File: config.mk
export PLATFORM = sky130hd
export DESIGN_NAME = divider
export DESIGN_NICKNAME = d
export VERILOG_FILES = /design/src/rtl/divider.sv
export SDC_FILE = /design/constraint.sdc
export NUM_CORES = 1
export LEC_CHECK = 0
export CAP_MARGIN = 10
export CELL_PAD_IN_SITES_DETAIL_PLACEMENT = 1
export CELL_PAD_IN_SITES_GLOBAL_PLACEMENT = 2
export CORE_MARGIN = 1
export CORE_UTILIZATION = 32
export CTS_BUF_LIST = sky130_fd_sc_hd__clkbuf_4 sky130_fd_sc_hd__clkbuf_8
export DETAILED_ROUTE_END_ITERATION = 7
export PLACE_DENSITY = 0.88
export SLEW_MARGIN = 20
export SYNTH_ARGS = -nofsm -noshare
export SYNTH_HDL_FRONTEND = slang
export SYNTH_SLANG_ARGS = --single-unit
File: constraint.sdc
create_clock -name clk -period 2.5 [get_ports clk]
set_input_delay 0.5 -clock clk [delete_from_list [all_inputs] [get_ports clk]]
set_output_delay 0.5 -clock clk [all_outputs]
set_load 0.005 [all_outputs]
File: src/rtl/divider.sv
// Sequential restoring divider: 16-bit unsigned dividend by 8-bit unsigned divisor.
// One setup cycle followed by 16 shift/subtract iterations; results publish on the last one.
module divider (
  input  logic        clk,
  input  logic        rst,
  input  logic        load,
  input  logic [15:0] dividend,
  input  logic [7:0]  divisor,
  output logic        ready,
  output logic [15:0] quotient,
  output logic [7:0]  remainder,
  output logic        dbz
);

  typedef enum logic [1:0] {
    IDLE = 2'd0,
    BUSY = 2'd1,
    DONE = 2'd2
  } state_e;

  localparam logic [4:0] LAST_ITER = 5'd16;

  state_e      state_q, state_d;
  logic [4:0]  count_q, count_d;
  logic [15:0] dvd_q, dvd_d;
  logic [7:0]  dvs_q, dvs_d;
  logic [7:0]  prem_q, prem_d;
  logic        zero_q, zero_d;
  logic [15:0] quotient_q, quotient_d;
  logic [7:0]  remainder_q, remainder_d;
  logic        dbz_q, dbz_d;

  // Iteration datapath. The dividend register doubles as the quotient register:
  // each step shifts out the next dividend bit and shifts in the new quotient bit.
  logic [8:0]  trial;
  logic        take;
  logic [7:0]  prem_next;
  logic [15:0] shifted;

  always_comb begin
    trial     = {prem_q, dvd_q[15]};
    take      = (trial >= {1'b0, dvs_q});
    // When take is set the difference is below the divisor, so 8 bits hold it exactly.
    prem_next = take ? (trial[7:0] - dvs_q) : trial[7:0];
    shifted   = {dvd_q[14:0], take};
  end

  always_comb begin
    state_d     = state_q;
    count_d     = count_q;
    dvd_d       = dvd_q;
    dvs_d       = dvs_q;
    prem_d      = prem_q;
    zero_d      = zero_q;
    quotient_d  = quotient_q;
    remainder_d = remainder_q;
    dbz_d       = dbz_q;

    case (state_q)
      IDLE, DONE: begin
        if (load) begin
          dvd_d   = dividend;
          dvs_d   = divisor;
          count_d = 5'd0;
          state_d = BUSY;
        end
      end
      BUSY: begin
        count_d = count_q + 5'd1;
        if (count_q == 5'd0) begin
          prem_d = 8'h00;
          zero_d = (dvs_q == 8'h00);
        end else begin
          prem_d = prem_next;
          dvd_d  = shifted;
          if (count_q == LAST_ITER) begin
            state_d     = DONE;
            quotient_d  = zero_q ? 16'hFFFF : shifted;
            remainder_d = zero_q ? 8'h00 : prem_next;
            dbz_d       = zero_q;
          end
        end
      end
      default: begin
        state_d = IDLE;
      end
    endcase
  end

  always_ff @(posedge clk) begin
    if (rst) begin
      state_q     <= IDLE;
      count_q     <= 5'd0;
      dvd_q       <= 16'h0000;
      dvs_q       <= 8'h00;
      prem_q      <= 8'h00;
      zero_q      <= 1'b0;
      quotient_q  <= 16'h0000;
      remainder_q <= 8'h00;
      dbz_q       <= 1'b0;
    end else begin
      state_q     <= state_d;
      count_q     <= count_d;
      dvd_q       <= dvd_d;
      dvs_q       <= dvs_d;
      prem_q      <= prem_d;
      zero_q      <= zero_d;
      quotient_q  <= quotient_d;
      remainder_q <= remainder_d;
      dbz_q       <= dbz_d;
    end
  end

  assign ready     = (state_q != BUSY);
  assign quotient  = quotient_q;
  assign remainder = remainder_q;
  assign dbz       = dbz_q;

endmodule

# Yosys cells after proc, flatten, opt, wreduce, memory -nomap -nowiden
# Cells that the tools add are included.
dict set report word_totals {
  regBits 65
  input_bits 27
  output_inout_bits 26
  wordCells 44
}
dict set report op_classes {
  add_sub_neg 2
  magnitude_cmp 1
  n_eq_ne 7
  mux 13
  n_bitwise 1
  reduce_logical 11
}
# operator n
set ops {}
lappend ops {{$mux W16} 3}
lappend ops {{$pmux W16 S2} 1}
lappend ops {{$mux W8} 3}
lappend ops {{$pmux W5 S2} 1}
lappend ops {{$ge A9 B8 Y1} 1}
lappend ops {{$reduce_and A3 Y1} 3}
lappend ops {{$logic_not A8 Y1} 1}
lappend ops {{$sub A8 B8 Y8} 1}
lappend ops {{$mux W2} 3}
lappend ops {{$ne A2 B2 Y1 const B} 3}
lappend ops {{$reduce_and A2 Y1} 3}
lappend ops {{$add A5 B1 Y5 const B} 1}
lappend ops {{$eq A5 B5 Y1 const B} 1}
lappend ops {{$logic_not A5 Y1} 1}
lappend ops {{$mux W5} 1}
lappend ops {{$pmux W2 S2} 1}
lappend ops {{$eq A2 B1 Y1 const B} 1}
lappend ops {{$eq A2 B2 Y1 const B} 1}
lappend ops {{$logic_not A2 Y1} 1}
lappend ops {{$ne A2 B1 Y1 const B} 1}
lappend ops {{$reduce_bool A2 Y1} 1}
lappend ops {{$reduce_or A2 Y1} 1}
lappend ops {{$not A1 Y1} 1}

# Longest topological paths before layout
# Gate-level depths: netlist of run 1.
dict set report logic_depth {
  ltp_word 4
  mapped_depth 10
  depth_no_buf 10
}

# Worst setup path after synthesis of run 1
# Ideal clock, no wire load.
dict set report synth_path {
  path_kind {register to register}
  start {register dvs_q[3]}
  end {register remainder_q[0] (netlist: remainder[0])}
  setup_ps 69
  t_arrival_ps 1898
  t_required_ps 2431
  path_slack_ps 533
  stages_incl_launch_ff 9
  path_buffers 0
  period_less_slack_ps 1967
  path_cell_list {dfxtp_1 > inv_1 > ha_1 > a21o_1 > a21oi_2 > nand3_2 > a21oi_4 > mux2_4 > o21ai_1}
}
dict set report synth_between {
  elab_chain_len 3
}
# item line
set synth_rtl {}
lappend synth_rtl {{start, declared} 26} ;# logic [7:0] dvs_q, dvs_d;
lappend synth_rtl {{start signal, assigned} 105} ;# dvs_q <= dvs_d;
lappend synth_rtl {{$ge A9 B8 Y1} 42} ;# take = (trial >= {1'b0, dvs_q});
lappend synth_rtl {{$mux W8} 44} ;# prem_next = take ? (trial[7:0] - dvs_q) : trial[7:0];
lappend synth_rtl {{$mux W8} 79} ;# remainder_d = zero_q ? 8'h00 : prem_next;
lappend synth_rtl {{end signal, assigned} 109} ;# remainder_q <= remainder_d;
lappend synth_rtl {{end, declared} 30} ;# logic [7:0] remainder_q, remainder_d;
# No other way between the ends.
# A chain may end at the register's enable or synchronous reset.

# Worst setup path after layout of run 1
dict set report layout_path {
  start {register state_q[0]}
  end {output ready}
}
dict set report layout_between {
  elab_chain_len 1
}
# item line
set layout_rtl {}
lappend layout_rtl {{start, declared} 23} ;# state_e state_q, state_d;
lappend layout_rtl {{start signal, assigned} 102} ;# state_q <= state_d;
lappend layout_rtl {{$ne A2 B1 Y1} 114} ;# assign ready = (state_q != BUSY);
lappend layout_rtl {{end, declared} 9} ;# output logic ready,
# No other way between the ends.

==> results of run 1 <==
-- critical path, stage by stage, from the launching register on --
cell	delay, ns
dfxtp_1	0.37
nor2b_2	0.42
inv_1	0.13
clkdlybuf4s50_1	0.47
-- final cells by class --
cell class	count	area share
Timing Repair Buffer	61	0.1565
Inverter	13	0.01282
Clock buffer	10	0.03616
Tap cell	108	0.03550
Sequential cell	65	0.3419
Multi-Input combinational cell	265	0.3997
Clock inverter	6	0.01742
-- kinds of logic (layout without fill, tap and decap cells) --
family / after synthesis / in the layout / share of synthesized area
DFF: 65 / 65 / 0.4388
muxes: 9 / 9 / 0.03207
xor gates and xnor gates: 5 / 5 / 0.01477
adders and majority gates: 11 / 11 / 0.04895
buffers and inverters: 35 / 90 / 0.04894
and+or+nand+nor: 171 / 171 / 0.2587
AOI/OAI and AO/OA: 69 / 69 / 0.1578
-- layout by cell type, fill, tap and decap left out, drive strengths merged, types with 10 or more instances in the layout --
cell,synthesis,final
nand2,67,67
dfxtp,65,65
clkdlybuf4s50,0,51
nor2,49,49
nor3,31,31
a21oi,21,21
o21ai,18,18
a311oi,15,15
inv,13,14
ha,10,10
clkbuf,16,10
buf,6,10
-- through the flow --
step | hold WS (ns) | cells | util
floorplan | 0.4367 | 365 | -
global placement | 0.4411 | 512 | 0.4071
detailed placement | 0.4476 | 512 | 0.4071
CTS | 0.4582 | 528 | 0.4301
global route | 0.4734 | 528 | 0.4301
finish | 0.4536 | 528 | 0.4301
-- power groups by stage --
| stage | logic (W) | registers (W) | clock network (W) |
|---|---|---|---|
| after floorplan | 0.000294 | 0.00112 | 0 |
| after global placement | 0.000407 | 0.00113 | 0 |
| after detailed placement | 0.000420 | 0.00113 | 0 |
| after CTS | 0.000422 | 0.00111 | 0.000953 |
| after global routing | 0.000464 | 0.00112 | 0.00100 |
| final | 0.000416 | 0.00111 | 0.000925 |
-- per-layer routing --
layer	up-vias	track usage	routed length (um)
met2	38	0.2795	3586
met1	1262	0.2211	3826
li1	1350	-	-
met5	-	0	0
met4	0	0.05511	46
met3	4	0.03794	274
-- how the worst max path moves through the flow --
stage	start	to	slack, ns	cells past startpoint
after floorplan	dvs_q[3]	remainder[0]	0.53	8
after global placement	dvs_q[3]	remainder[0]	0.41	8
after detailed placement	dvs_q[3]	remainder[0]	0.33	8
after CTS	state_q[0]	ready	0.25	3
after global routing	state_q[0]	ready	0.14	3
final	state_q[0]	ready	0.28	3
-- registers in the layout (all words and copies together) (netlist names) --
name and flops:
count_q 5, dvd_q 16, state_q 2, remainder 8, dvs_q 8, zero_q 1, dbz 1, prem_q 8
quotient 16
==> impl_metrics.csv, run 1 <==
group,metric,value,unit
synth,syn-cell-area,2965,um^2
synth,yosysMostFrequentCell,"nand2_1",
timing,finalHoldViolCount,0,
final_layout,drive_above_1_share,0.09524,
floorplan,fp.dieW,98.27,um
place,place_congestion,0.8243,
worst_setup_path,crit_arrival,1.72,ns
place,port_buffers,52,
synth,synth_seq_cells,65,
global_route,grt_pass1_wl,12.98,mm
pwr,p_comb_frac,0.170,
timing,setup_viol,0,
pwr,power_leakage,1.420,nW
timing,fin_setup_tns,0,ns
clock_network,cts-root-buf,"clkbuf_8",
min_path,whs_path_depth,2,
drt,drc,2,
floorplan,fp.coreArea,8848,um^2
synth,synth_edf_count,0,
min_path,hp-class,"register to register",
worst_setup_path,path_max_fanout,8,
synth,syn-num-nets,403,
final_layout,multi_input_area,1521,um^2
pwr,switching_power,0.0007000,W
floorplan,core.rowCount,34,
clock_network,cts_max_level,3,
min_path,hold_path_startpoint,"remainder[5]",
final_layout,finalNetCount,453,
drt,wl_per_cell,14.65,um
pwr,power,0.002453,W
worst_setup_path,end_kind,"output port",
clock_network,cts_made_buffers,9,
worst_setup_path,ff2ff_setup_slack,0.31,ns
drt,drtIter0Drc,93,
drt,drt-vias-per-instance,5.027,
final_layout,antennaDiodeCount,0,
floorplan,ioPinCount,53,
min_path,worst_hold_path.endpoint,"remainder[5]",
worst_setup_path,cp-start-kind,"register",
timing,skew,0.01043,ns
outcome,violations,"design-rule violations",
place,placed_area,3602,um^2
pwr,pwr-share-seq,0.453,
synth,yosys_warnings,0,
clock_network,cts_tree,"done",
pwr,p_sw_frac,0.2854,
timing,max-slew-margin-rel,0.5927,
timing,slew_violations,0,
final_layout,syn_to_final_growth,28.35,%
synth,yosys.area.top_type,"dfxtp_1",
clock_network,ctsResizeCount,0,
pwr,p_int,0.001753,W
drt,wl,7.733,mm
worst_setup_path,path_class,"register to output port",
place,hpwlAfterDp,5.623,mm
clock_network,cts_setup_buffers,0,
outcome,status,"finished with violations",
clock_network,max-clock-path-buffers,2,
global_route,grt.total_usage,0.1700,
floorplan,floorplan.initialDensity,0.3351,
synth,synth_common_cells,"nand2_1, dfxtp_1, nor2_1, nor3_1, a21oi_1",
global_route,grt_pass1_vias,2648,
floorplan,die_h,98.27,um
drt,dr.pass1.iters,6,
final_layout,final-seq-area,1301,um^2
timing,finalCritPeriodShare,0.8861,
synth,synthCells,365,
timing,period_needed,2.215,ns
pwr,power.density,644.4,nW/um^2
worst_setup_path,reg2reg_depth,8,
timing,setup_ws,0.2847,ns
pwr,clkPwrFrac,0.377,
clock_network,clk-insertion-delay-late,0.34,ns
final_layout,final_cell_area,3806,um^2
global_route,grt_max_degree,35,
drt,num_vias,2654,
floorplan,die_area,9656,um^2
timing,tightest_slew,0.6087,ns
worst_setup_path,r2r_end,"prem_q[0]",
synth,yosysSeqAreaShare,0.4388,
drt,final_antenna_net_count,0,
synth,avgSynthCellArea,8.124,um^2
synth,synth_top_area_frac,0.4388,
worst_setup_path,crit_required,2.00,ns
timing,max_freq,451.4,MHz
synth,yosys-top-cells-area,"dfxtp_1, nand2_1, nor2_1",
synth,synth_top_flop_cell,"dfxtp_1",
final_layout,n_fill_cell,1069,
place,dpl_worst_slack,0.3275,ns
timing,rsz0062_at_grt,"false",
run,maxCapViolCount,0,
synth,asyncSetResetFlopFracSynth,0,
global_route,overflow,0,
pwr,peakVddDrop,0.2169,mV
global_route,antenna_found_initial,0,
clock_network,hold_buffers,0,
clock_network,clk_pin_slew,0.07,ns
worst_setup_path,rr_startpoint,"dvs_q[3]",
synth,yosys.cell_types.count,46,
clock_network,cts_sinks,65,
(Power assumes the default switching activity.)
==> run 2, diff against run 1 <==
Settings changed: CTS_CLUSTER_SIZE from default to 10.
==> results of run 2 <==
No change in the layout: final DEF, timing and power equal those of run 1.
==> run 3, diff against run 2 <==
Settings changed: TNS_END_PERCENT from default to 30.
==> results of run 3 <==
No change in the layout: final DEF, timing and power equal those of run 1.
